===== src/rtl/instruction_fetch_unit_pkg.sv =====
// Shared types for the instruction fetch unit.
// Optional perf counters are enabled with IFU_PERF_COUNTERS_EN.
package instruction_fetch_unit_pkg;

  localparam int INSTR_BYTES = 4;

  typedef enum logic [1:0] {
    BOOT  = 2'd0,
    FETCH = 2'd1,
    DRAIN = 2'd2
  } fetch_state_t;

  typedef struct packed {
    logic [31:0] pc;
    logic [31:0] instr;
  } fetch_entry_t;

endpackage


===== src/rtl/instruction_fetch_unit_sync_fifo.sv =====
// Synchronous FIFO with flush; used for pending PCs and fetched instructions.
// Synchronous active-high reset, flush has priority over push/pop.
module sync_fifo #(
  parameter int WIDTH = 32,
  parameter int DEPTH = 4
) (
  input  logic                     clk,
  input  logic                     reset,
  input  logic                     push,
  input  logic [WIDTH-1:0]         push_data,
  input  logic                     pop,
  output logic [WIDTH-1:0]         pop_data,
  input  logic                     flush,
  output logic                     full,
  output logic                     empty,
  output logic [$clog2(DEPTH):0]   count
);

  localparam int AW = (DEPTH > 1) ? $clog2(DEPTH) : 1;
  localparam int CW = $clog2(DEPTH) + 1;

  logic [WIDTH-1:0] mem_q [DEPTH];
  logic [AW-1:0]    wr_ptr_q, wr_ptr_d;
  logic [AW-1:0]    rd_ptr_q, rd_ptr_d;
  logic [CW-1:0]    count_q, count_d;
  logic             do_push, do_pop;

  function automatic logic [AW-1:0] nxt(input logic [AW-1:0] p);
    return (p == AW'(DEPTH - 1)) ? '0 : p + 1'b1;
  endfunction

  assign full     = (count_q == CW'(DEPTH));
  assign empty    = (count_q == '0);
  assign count    = count_q;
  assign pop_data = mem_q[rd_ptr_q];
  assign do_push  = push && !full;
  assign do_pop   = pop && !empty;

  always_comb begin
    wr_ptr_d = wr_ptr_q;
    rd_ptr_d = rd_ptr_q;
    count_d  = count_q;
    if (flush) begin
      wr_ptr_d = '0;
      rd_ptr_d = '0;
      count_d  = '0;
    end else begin
      if (do_push) wr_ptr_d = nxt(wr_ptr_q);
      if (do_pop)  rd_ptr_d = nxt(rd_ptr_q);
      count_d = count_q + CW'(do_push) - CW'(do_pop);
    end
  end

  always_ff @(posedge clk) begin
    if (reset) begin
      wr_ptr_q <= '0;
      rd_ptr_q <= '0;
      count_q  <= '0;
    end else begin
      wr_ptr_q <= wr_ptr_d;
      rd_ptr_q <= rd_ptr_d;
      count_q  <= count_d;
    end
  end

  always_ff @(posedge clk) begin
    if (do_push && !flush) mem_q[wr_ptr_q] <= push_data;
  end

endmodule


===== src/rtl/instruction_fetch_unit.sv =====
// Fetch stage: PC owner, imem request issue, response queueing, redirect flush.
// Define IFU_PERF_COUNTERS_EN to add perf_fetched/perf_dropped outputs.
module instruction_fetch_unit
  import instruction_fetch_unit_pkg::*;
#(
  parameter logic [31:0] RESET_PC        = 32'h0000_0000,
  parameter int          FIFO_DEPTH      = 4,
  parameter int          MAX_OUTSTANDING = 2
) (
  input  logic        clk,
  input  logic        reset,
  input  logic        redirect_valid,
  input  logic [31:0] redirect_pc,
  output logic        imem_req_valid,
  input  logic        imem_req_ready,
  output logic [31:0] imem_req_addr,
  input  logic        imem_resp_valid,
  input  logic [31:0] imem_resp_data,
  output logic        instr_valid,
  input  logic        instr_ready,
  output logic [31:0] instr_data,
`ifdef IFU_PERF_COUNTERS_EN
  output logic [31:0] perf_fetched,
  output logic [31:0] perf_dropped,
`endif
  output logic [31:0] instr_pc
);

  localparam int OW = $clog2(MAX_OUTSTANDING) + 1;
  localparam int FW = $clog2(FIFO_DEPTH) + 1;

  fetch_state_t  state_q, state_d;
  logic [31:0]   pc_q, pc_d;
  logic [OW-1:0] outstanding_q, outstanding_d;
  logic [OW-1:0] discard_q, discard_d;

  logic          accept, resp_ok, resp_drop, resp_keep, pop;
  logic [31:0]   live_total;
  logic [31:0]   pend_pc;
  logic [OW-1:0] pq_count;
  logic [FW-1:0] iq_count;
  logic          pq_full, pq_empty, iq_full, iq_empty;
  fetch_entry_t  iq_in, iq_head;

  // Pending-PC occupancy equals the live (non-stale) outstanding count.
  assign live_total = 32'(pq_count) + 32'(iq_count);

  assign imem_req_valid = (state_q != BOOT)
                       && (outstanding_q < OW'(MAX_OUTSTANDING))
                       && (live_total < 32'(FIFO_DEPTH))
                       && !pq_full && !iq_full;
  assign imem_req_addr  = pc_q;

  assign accept    = imem_req_valid && imem_req_ready;
  assign resp_ok   = imem_resp_valid && (outstanding_q != '0);
  assign resp_drop = resp_ok && (discard_q != '0);
  assign resp_keep = resp_ok && (discard_q == '0) && !pq_empty;

  assign instr_valid = !iq_empty;
  assign instr_data  = iq_head.instr;
  assign instr_pc    = iq_head.pc;
  assign pop         = instr_valid && instr_ready;
  assign iq_in       = {pend_pc, imem_resp_data};

  always_comb begin
    outstanding_d = outstanding_q + OW'(accept) - OW'(resp_ok);
    discard_d     = discard_q - OW'(resp_drop);
    pc_d          = pc_q;
    if (accept) pc_d = pc_q + 32'(INSTR_BYTES);
    // Anything still in flight after this cycle belongs to the old path.
    if (redirect_valid) begin
      pc_d      = {redirect_pc[31:2], 2'b00};
      discard_d = outstanding_d;
    end
    unique case (state_q)
      BOOT:    state_d = FETCH;
      FETCH,
      DRAIN:   state_d = (discard_d != '0) ? DRAIN : FETCH;
      default: state_d = BOOT;
    endcase
  end

  always_ff @(posedge clk) begin
    if (reset) begin
      state_q       <= BOOT;
      pc_q          <= RESET_PC;
      outstanding_q <= '0;
      discard_q     <= '0;
    end else begin
      state_q       <= state_d;
      pc_q          <= pc_d;
      outstanding_q <= outstanding_d;
      discard_q     <= discard_d;
    end
  end

  sync_fifo #(
    .WIDTH (32),
    .DEPTH (MAX_OUTSTANDING)
  ) u_pend_q (
    .clk       (clk),
    .reset     (reset),
    .push      (accept && !redirect_valid),
    .push_data (pc_q),
    .pop       (resp_keep),
    .pop_data  (pend_pc),
    .flush     (redirect_valid),
    .full      (pq_full),
    .empty     (pq_empty),
    .count     (pq_count)
  );

  sync_fifo #(
    .WIDTH ($bits(fetch_entry_t)),
    .DEPTH (FIFO_DEPTH)
  ) u_instr_q (
    .clk       (clk),
    .reset     (reset),
    .push      (resp_keep),
    .push_data (iq_in),
    .pop       (pop),
    .pop_data  (iq_head),
    .flush     (redirect_valid),
    .full      (iq_full),
    .empty     (iq_empty),
    .count     (iq_count)
  );

`ifdef IFU_PERF_COUNTERS_EN
  logic [31:0] perf_fetched_q, perf_fetched_d;
  logic [31:0] perf_dropped_q, perf_dropped_d;

  // A head popped in the redirect cycle counts as fetched, not flushed.
  always_comb begin
    perf_fetched_d = perf_fetched_q + 32'(pop);
    perf_dropped_d = perf_dropped_q + 32'(resp_drop);
    if (redirect_valid)
      perf_dropped_d = perf_dropped_d + 32'(iq_count) - 32'(pop);
  end

  always_ff @(posedge clk) begin
    if (reset) begin
      perf_fetched_q <= '0;
      perf_dropped_q <= '0;
    end else begin
      perf_fetched_q <= perf_fetched_d;
      perf_dropped_q <= perf_dropped_d;
    end
  end

  assign perf_fetched = perf_fetched_q;
  assign perf_dropped = perf_dropped_q;
`endif

endmodule


===== config.mk =====
export PLATFORM = sky130hd
export DESIGN_NAME = instruction_fetch_unit
export DESIGN_NICKNAME = d
export VERILOG_FILES = /design/src/rtl/instruction_fetch_unit_pkg.sv /design/src/rtl/instruction_fetch_unit_sync_fifo.sv /design/src/rtl/instruction_fetch_unit.sv
export SDC_FILE = /design/constraint.sdc
export NUM_CORES = 1
export LEC_CHECK = 0
export CAP_MARGIN = 20
export CORE_AREA = 5 5 178 180
export CTS_BUF_LIST = sky130_fd_sc_hd__clkbuf_8 sky130_fd_sc_hd__clkbuf_16
export DETAILED_ROUTE_END_ITERATION = 16
export DIE_AREA = 0 0 183 185
export MAX_ROUTING_LAYER = met4
export PLACE_DENSITY = 0.71
export SLEW_MARGIN = 10
export SYNTH_ARGS = -nofsm -noshare
export SYNTH_HDL_FRONTEND = slang
export SYNTH_HIERARCHICAL = 1
export SYNTH_SLANG_ARGS = --single-unit

===== constraint.sdc =====
create_clock -name clk -period 8.45 [get_ports clk]
set_input_delay 2.1125 -clock clk [delete_from_list [all_inputs] [get_ports clk]]
set_output_delay 2.1125 -clock clk [all_outputs]
set_load 0.01 [all_outputs]

Word level (Yosys, flattened, before mapping)

Memory sizes are Yosys's and may differ from the RTL's. A register that Yosys moved wholly into a read port is not among the register bits.
Cells that the tools add are included.

Add/subtract/negate cells: 13
Order comparisons: 2
Equality and inequality tests: 6
Muxes and demuxes: 17
Reductions and logical operators: 33

Operators by type and width:

| operator                                                                     | number |
|---|---|
| 32-bit two-way mux                                                           | 2 |
| 32-bit by 3-bit adder with 32-bit output, second input constant              | 1 |
| 1-bit logical AND                                                            | 17 |
| 2-bit two-way mux                                                            | 6 |
| 2-bit nonzero test                                                           | 5 |
| 2-bit == test, second input constant                                         | 4 |
| 1-bit two-way mux                                                            | 8 |
| 2-bit logical NOT                                                            | 3 |
| 2-bit by 1-bit subtractor with 2-bit output                                  | 3 |
| 1-bit logical NOT                                                            | 5 |
| 2-bit by 1-bit adder with 2-bit output                                       | 2 |
| 2-bit by 1-bit adder with 2-bit output, second input constant                | 2 |
| 2-bit by 3-bit adder with 4-bit output                                       | 1 |
| 4-bit by 3-bit less-than comparator with 1-bit output, second input constant | 1 |
| 2-bit one-hot mux with 2 select lines                                        | 1 |
| 2-bit OR reduction                                                           | 2 |
| 3-bit by 1-bit adder with 3-bit output                                       | 1 |
| 3-bit == test, second input constant                                         | 1 |
| 3-bit logical NOT                                                            | 1 |
| 3-bit by 1-bit subtractor with 3-bit output                                  | 1 |
| 1-bit adder, second input constant                                           | 2 |
| 2-bit by 1-bit == test with 1-bit output, second input constant              | 1 |
| 2-bit less-than comparator, second input constant                            | 1 |

Bits in registers: 49
RAM bits: 320
Input bits: 70
Output and inout bits: 98
Logic and storage cells: 84
Memories: 2

Memory list:

| memory          | words | width | read ports | clocked after memory_dff | wr ports | RTL line                               | RTL |
|---|---|---|---|---|---|---|---|
| u_instr_q.mem_q | 4     | 64    | 1          | 1                        | 1        | instruction_fetch_unit_sync_fifo.sv:22 | `logic [WIDTH-1:0] mem_q [DEPTH];` |
| u_pend_q.mem_q  | 2     | 32    | 1          | 1                        | 1        | instruction_fetch_unit_sync_fifo.sv:22 |  |

Logic depth before layout (Yosys ltp)

Depth in word-level cells: 12
Depth in mapped cells: 12

Hierarchy

The synthesis kept the hierarchy.

Modules (own cells, without submodules):

| module                 | times used | cells an instance | area each (sq um) | sequential area each (sq um) |
|---|---|---|---|---|
| sync_fifo at u_instr_q | 1          | 385               | 9,804.4           | 7,867.5 |
| sync_fifo at u_pend_q  | 1          | 125               | 2,693.8           | 2,021.9 |
| instruction_fetch_unit | 1          | 254               | 2,144.6           | 720.7 |

Least setup slack after synthesis

No wires, ideal clock.

Path kind: input -> register
Start point: in imem_resp_valid
End point: mem u_instr_q/mem_q[2][0] (netlist bit), enable pin
Arrival: 7.387 ns
Data required time: 7.873 ns
Setup slack: 0.486 ns
Stages on the path: 5
Buffers on the path: 1
Path through: o21ai_0 > nor4_1 > nand2b_1 > buf_4 > nor3b_1

Longest elaborated chain between the ends: 7

RTL lines:

| element                                 | RTL line                               | RTL |
|---|---|---|
| start: declaration                      | instruction_fetch_unit.sv:17           | `input logic imem_resp_valid,` |
| 1-bit logical AND                       | instruction_fetch_unit.sv:55           | `assign resp_ok = imem_resp_valid && (outstanding_q != '0);` |
| 1-bit logical AND (2 in a row)          | instruction_fetch_unit.sv:57           | `assign resp_keep = resp_ok && (discard_q == '0) && !pq_empty;` |
| net resp_keep                           | instruction_fetch_unit.sv:37           | `logic accept, resp_ok, resp_drop, resp_keep, pop;` |
| 1-bit logical AND                       | instruction_fetch_unit_sync_fifo.sv:36 | `assign do_push = push && !full;` |
| 1-bit logical AND                       | instruction_fetch_unit_sync_fifo.sv:67 | `if (do_push && !flush) mem_q[wr_ptr_q] <= push_data;` |
| 1-bit two-way mux                       | instruction_fetch_unit_sync_fifo.sv:67 |  |
| 1-bit two-way mux (not written as such) | instruction_fetch_unit_sync_fifo.sv:67 |  |
| end: declaration                        | instruction_fetch_unit_sync_fifo.sv:22 |  |

The timed path passes the listed nets, and every way through them passes these cells.

==> impl_metrics.ini <==
[global_routing]
gr-usage-all-layers_pct = 16.9
antenna_found_initial = 0
gr-total-overflow = 0
grt_start_max_net_pins = 65
grt_pass1_wl_mm = 43.6
grt_pass1_vias = 7857

[synthesis]
synthTopCellsByCount = 320 x edfxtp_1, 60 x mux4_2, 50 x dfxtp_1
synth_area_leaders = edfxtp_1 66%, mux4_2 9.2%, dfxtp_1 6.8%
syn_inst = 764
ys_seq_area_share_pct = 72.5
synth_top_area_share_pct = 65.6
synthArstFlopShare_pct = 0
ys_warn_count = 6
synth_edf_count = 320
synth-main-ff-cell = edfxtp_1
ys_ff_latch = 370
syn-cell-area_um2 = 14600
syn_avg_cell_area_um2 = 19.2
synth_cell_types = 64
synth_top_area_cell = edfxtp_1
yosysMostFrequentCell = edfxtp_1

[layout]
fillers = 2275
antenna_cells = 0
regArea_um2 = 10600
multiInputGateArea_um2 = 3680
drive_gt1_share_pct = 18.5
stdcell_count = 1376
stdcell_area_um2 = 17700
fin_nets = 1038
syn2layout_area_growth_pct = 21.2

[sta]
worst_pin_slew_ns = 1.01
relSlewSlack_pct = 32.7
finalCriticalPeriod_ns = 5.32
skew_ns = 0.0131
final_hold_viol_count = 0
slew_viol_final = 0
setup_viol_count_final = 0
setup_slack_ns = 3.13
rsz0062_at_grt = false
max_freq_mhz = 188
finalCritPeriodShare_pct = 62.9
final.setup.tns_ns = 0

[cts]
ctsLongestPathBuffers = 3
numCtsBuffers = 38
cts_resized = 0
clock-sinks = 370
clk-insertion-delay-late_ns = 0.52
post-cts-setup-buffers = 0
ctsHoldBuffers = 0
cts_tree = yes
cts_root_buffer = clkbuf_16
cts.clk_slew.worst_paths_ns = 0.05
cts_max_level = 2

[setup_path]
crit_path_end_kind = output port
critical_path_class = flip-flop to output port
worstPathArrival_ns = 3.20
required_ns = 6.34
r2r_start = u_pend_q/count[0]
crit_fanout = 41
cpPeakStageDelay_ns = 0.89
crit_chain = buf_4, mux4_1, clkdlybuf4s50_1
setup.worst_path.start_class = flip-flop
cp_slowest_cell = dfxtp_4

[run]
cap_violations = 0

[power_and_ir_drop]
power_density_nw_per_um2 = 213
leakagePower_nw = 5.84
p_seq_share_pct = 54.3
cellInternalPower_mw = 3.01
ir_drop_uv = 129
p_sw_share_pct = 20.6
switchingPower_uw = 780
combPwrFrac_pct = 5.7
p_clk_share_pct = 40.0

[die]
dieArea_um2 = 33900
die_w_um = 183
num_rows = 64
core-area_um2 = 30000
die_h_um = 185
start_util_pct = 48.8
io_pins = 168

[route]
first_pass_iters = 4
ant_nets = 0
routedWlPerCell_um = 20.0
wl_met1_mm = 12.0
routed_via_density = 5.31
wl_met3_mm = 1.57
first_iter_violations = 446
top_layer = met4
vias = 7305
totalWireLength_mm = 27.5
wl_met2_mm = 13.3
drc = 0

[hold_path]
holdCritStartpoint = u_instr_q/rd_ptr_q[0]
hold_path.class = flip-flop to flip-flop

[placed_design]
io_buffers = 163
pre_cts_slack_ns = 3.48
placed_area_um2 = 16600
globalplace.congestion = 0.807
dp_hpwl_mm = 16.7
dp.cells = 1307

[status]
status = finished clean
-- placed cells by master (no fill, tap or decap), drive strengths merged, types with 8 or more instances in the layout --
master / n
edfxtp: 320
clkdlybuf4s50: 163
mux4: 64
dfxtp: 50
nor2: 44
clkbuf: 42
mux2: 34
inv: 32
nand2: 24
a211oi: 17
ha: 16
xor2: 15
buf: 14
nand4: 14
xnor2: 13
nand3: 12
clkinv: 10
a21oi: 9
nor3: 9
nor3b: 9
nor4: 8
-- worst max-delay path: cells and delay by family (launching register included) --
kind                   cells  cell delay [ns]
multiplexers               1             0.65
buffers and inverters      2             1.10
flip-flops                 1             0.89
-- sequential cells by signal (all words and copies together), names as in the netlist, named ones only --
register,flops
imem_req_addr,30
u_instr_q/mem_q,256
u_pend_q/count,2
discard_q,2
outstanding_q,2
u_pend_q/mem_q,64
u_pend_q/rd_ptr_q,1
u_pend_q/wr_ptr_q,1
u_instr_q/rd_ptr_q,2
u_instr_q/wr_ptr_q,2
state_q,2
u_instr_q/count,3
-- metal layers --
layer / vias up / GRT usage (%)
li1: 3403 / -
met1: 3657 / 22.1
met2: 198 / 27.4
met3: 47 / 3.73
met4: 0 / 4.68
met5: - / -
-- final timing paths --
path                            endpoint  slack, ns  depth (start not counted)
setup reg to reg  u_instr_q/mem_q[1][29]       5.78                          5
hold reg to reg                flip-flop       0.48                          2
setup / recovery            instr_pc[26]       3.13                          3
hold / removal                 flip-flop       0.48                          2
-- layout make-up --
type / count / share of cell area, %
Clock buffer: 42 / 5.80
Clock inverter: 27 / 0.691
Inverter: 16 / 0.338
Multi-Input combinational cell: 348 / 20.8
Sequential cell: 370 / 59.8
Tap cell: 396 / 2.79
Timing Repair Buffer: 177 / 9.79
-- per-stage QoR --
step / hold slack (ns) / util (%) / power, mW
6_report: 0.482 / 59.1 / 3.79
5_1_grt: 0.512 / 59.1 / 3.94
4_1_cts: 0.484 / 59.1 / 3.84
3_5_place_dp: 0.474 / 55.3 / 2.31
3_3_place_gp: 0.467 / 55.3 / 2.31
2_1_floorplan: 0.456 / - / 2.21
-- cell families (layout without fill, tap and decap cells) --
family          Yosys count  after routing  share of synthesized area (%)
xor+xnor                 29             29                           1.83
buf+inv                  51            262                           2.72
compound gates           44             44                           2.10
mux                     102            102                           13.6
simple gates            150            150                           5.76
fa+ha+maj                17             17                           1.50
flops                   370            370                           72.5
other cells               1              6                         0.0256
-- power groups by stage --
stage               registers [mW]  clock network [mW]  logic [mW]
global route                  2.06                1.64       0.241
CTS                           2.06                1.56       0.220
detailed placement            2.10                   0       0.217
global placement              2.09                   0       0.214
finish                        2.06                1.51       0.217
floorplan                     2.09                   0       0.115
Power figures use the tool's default switching activity.
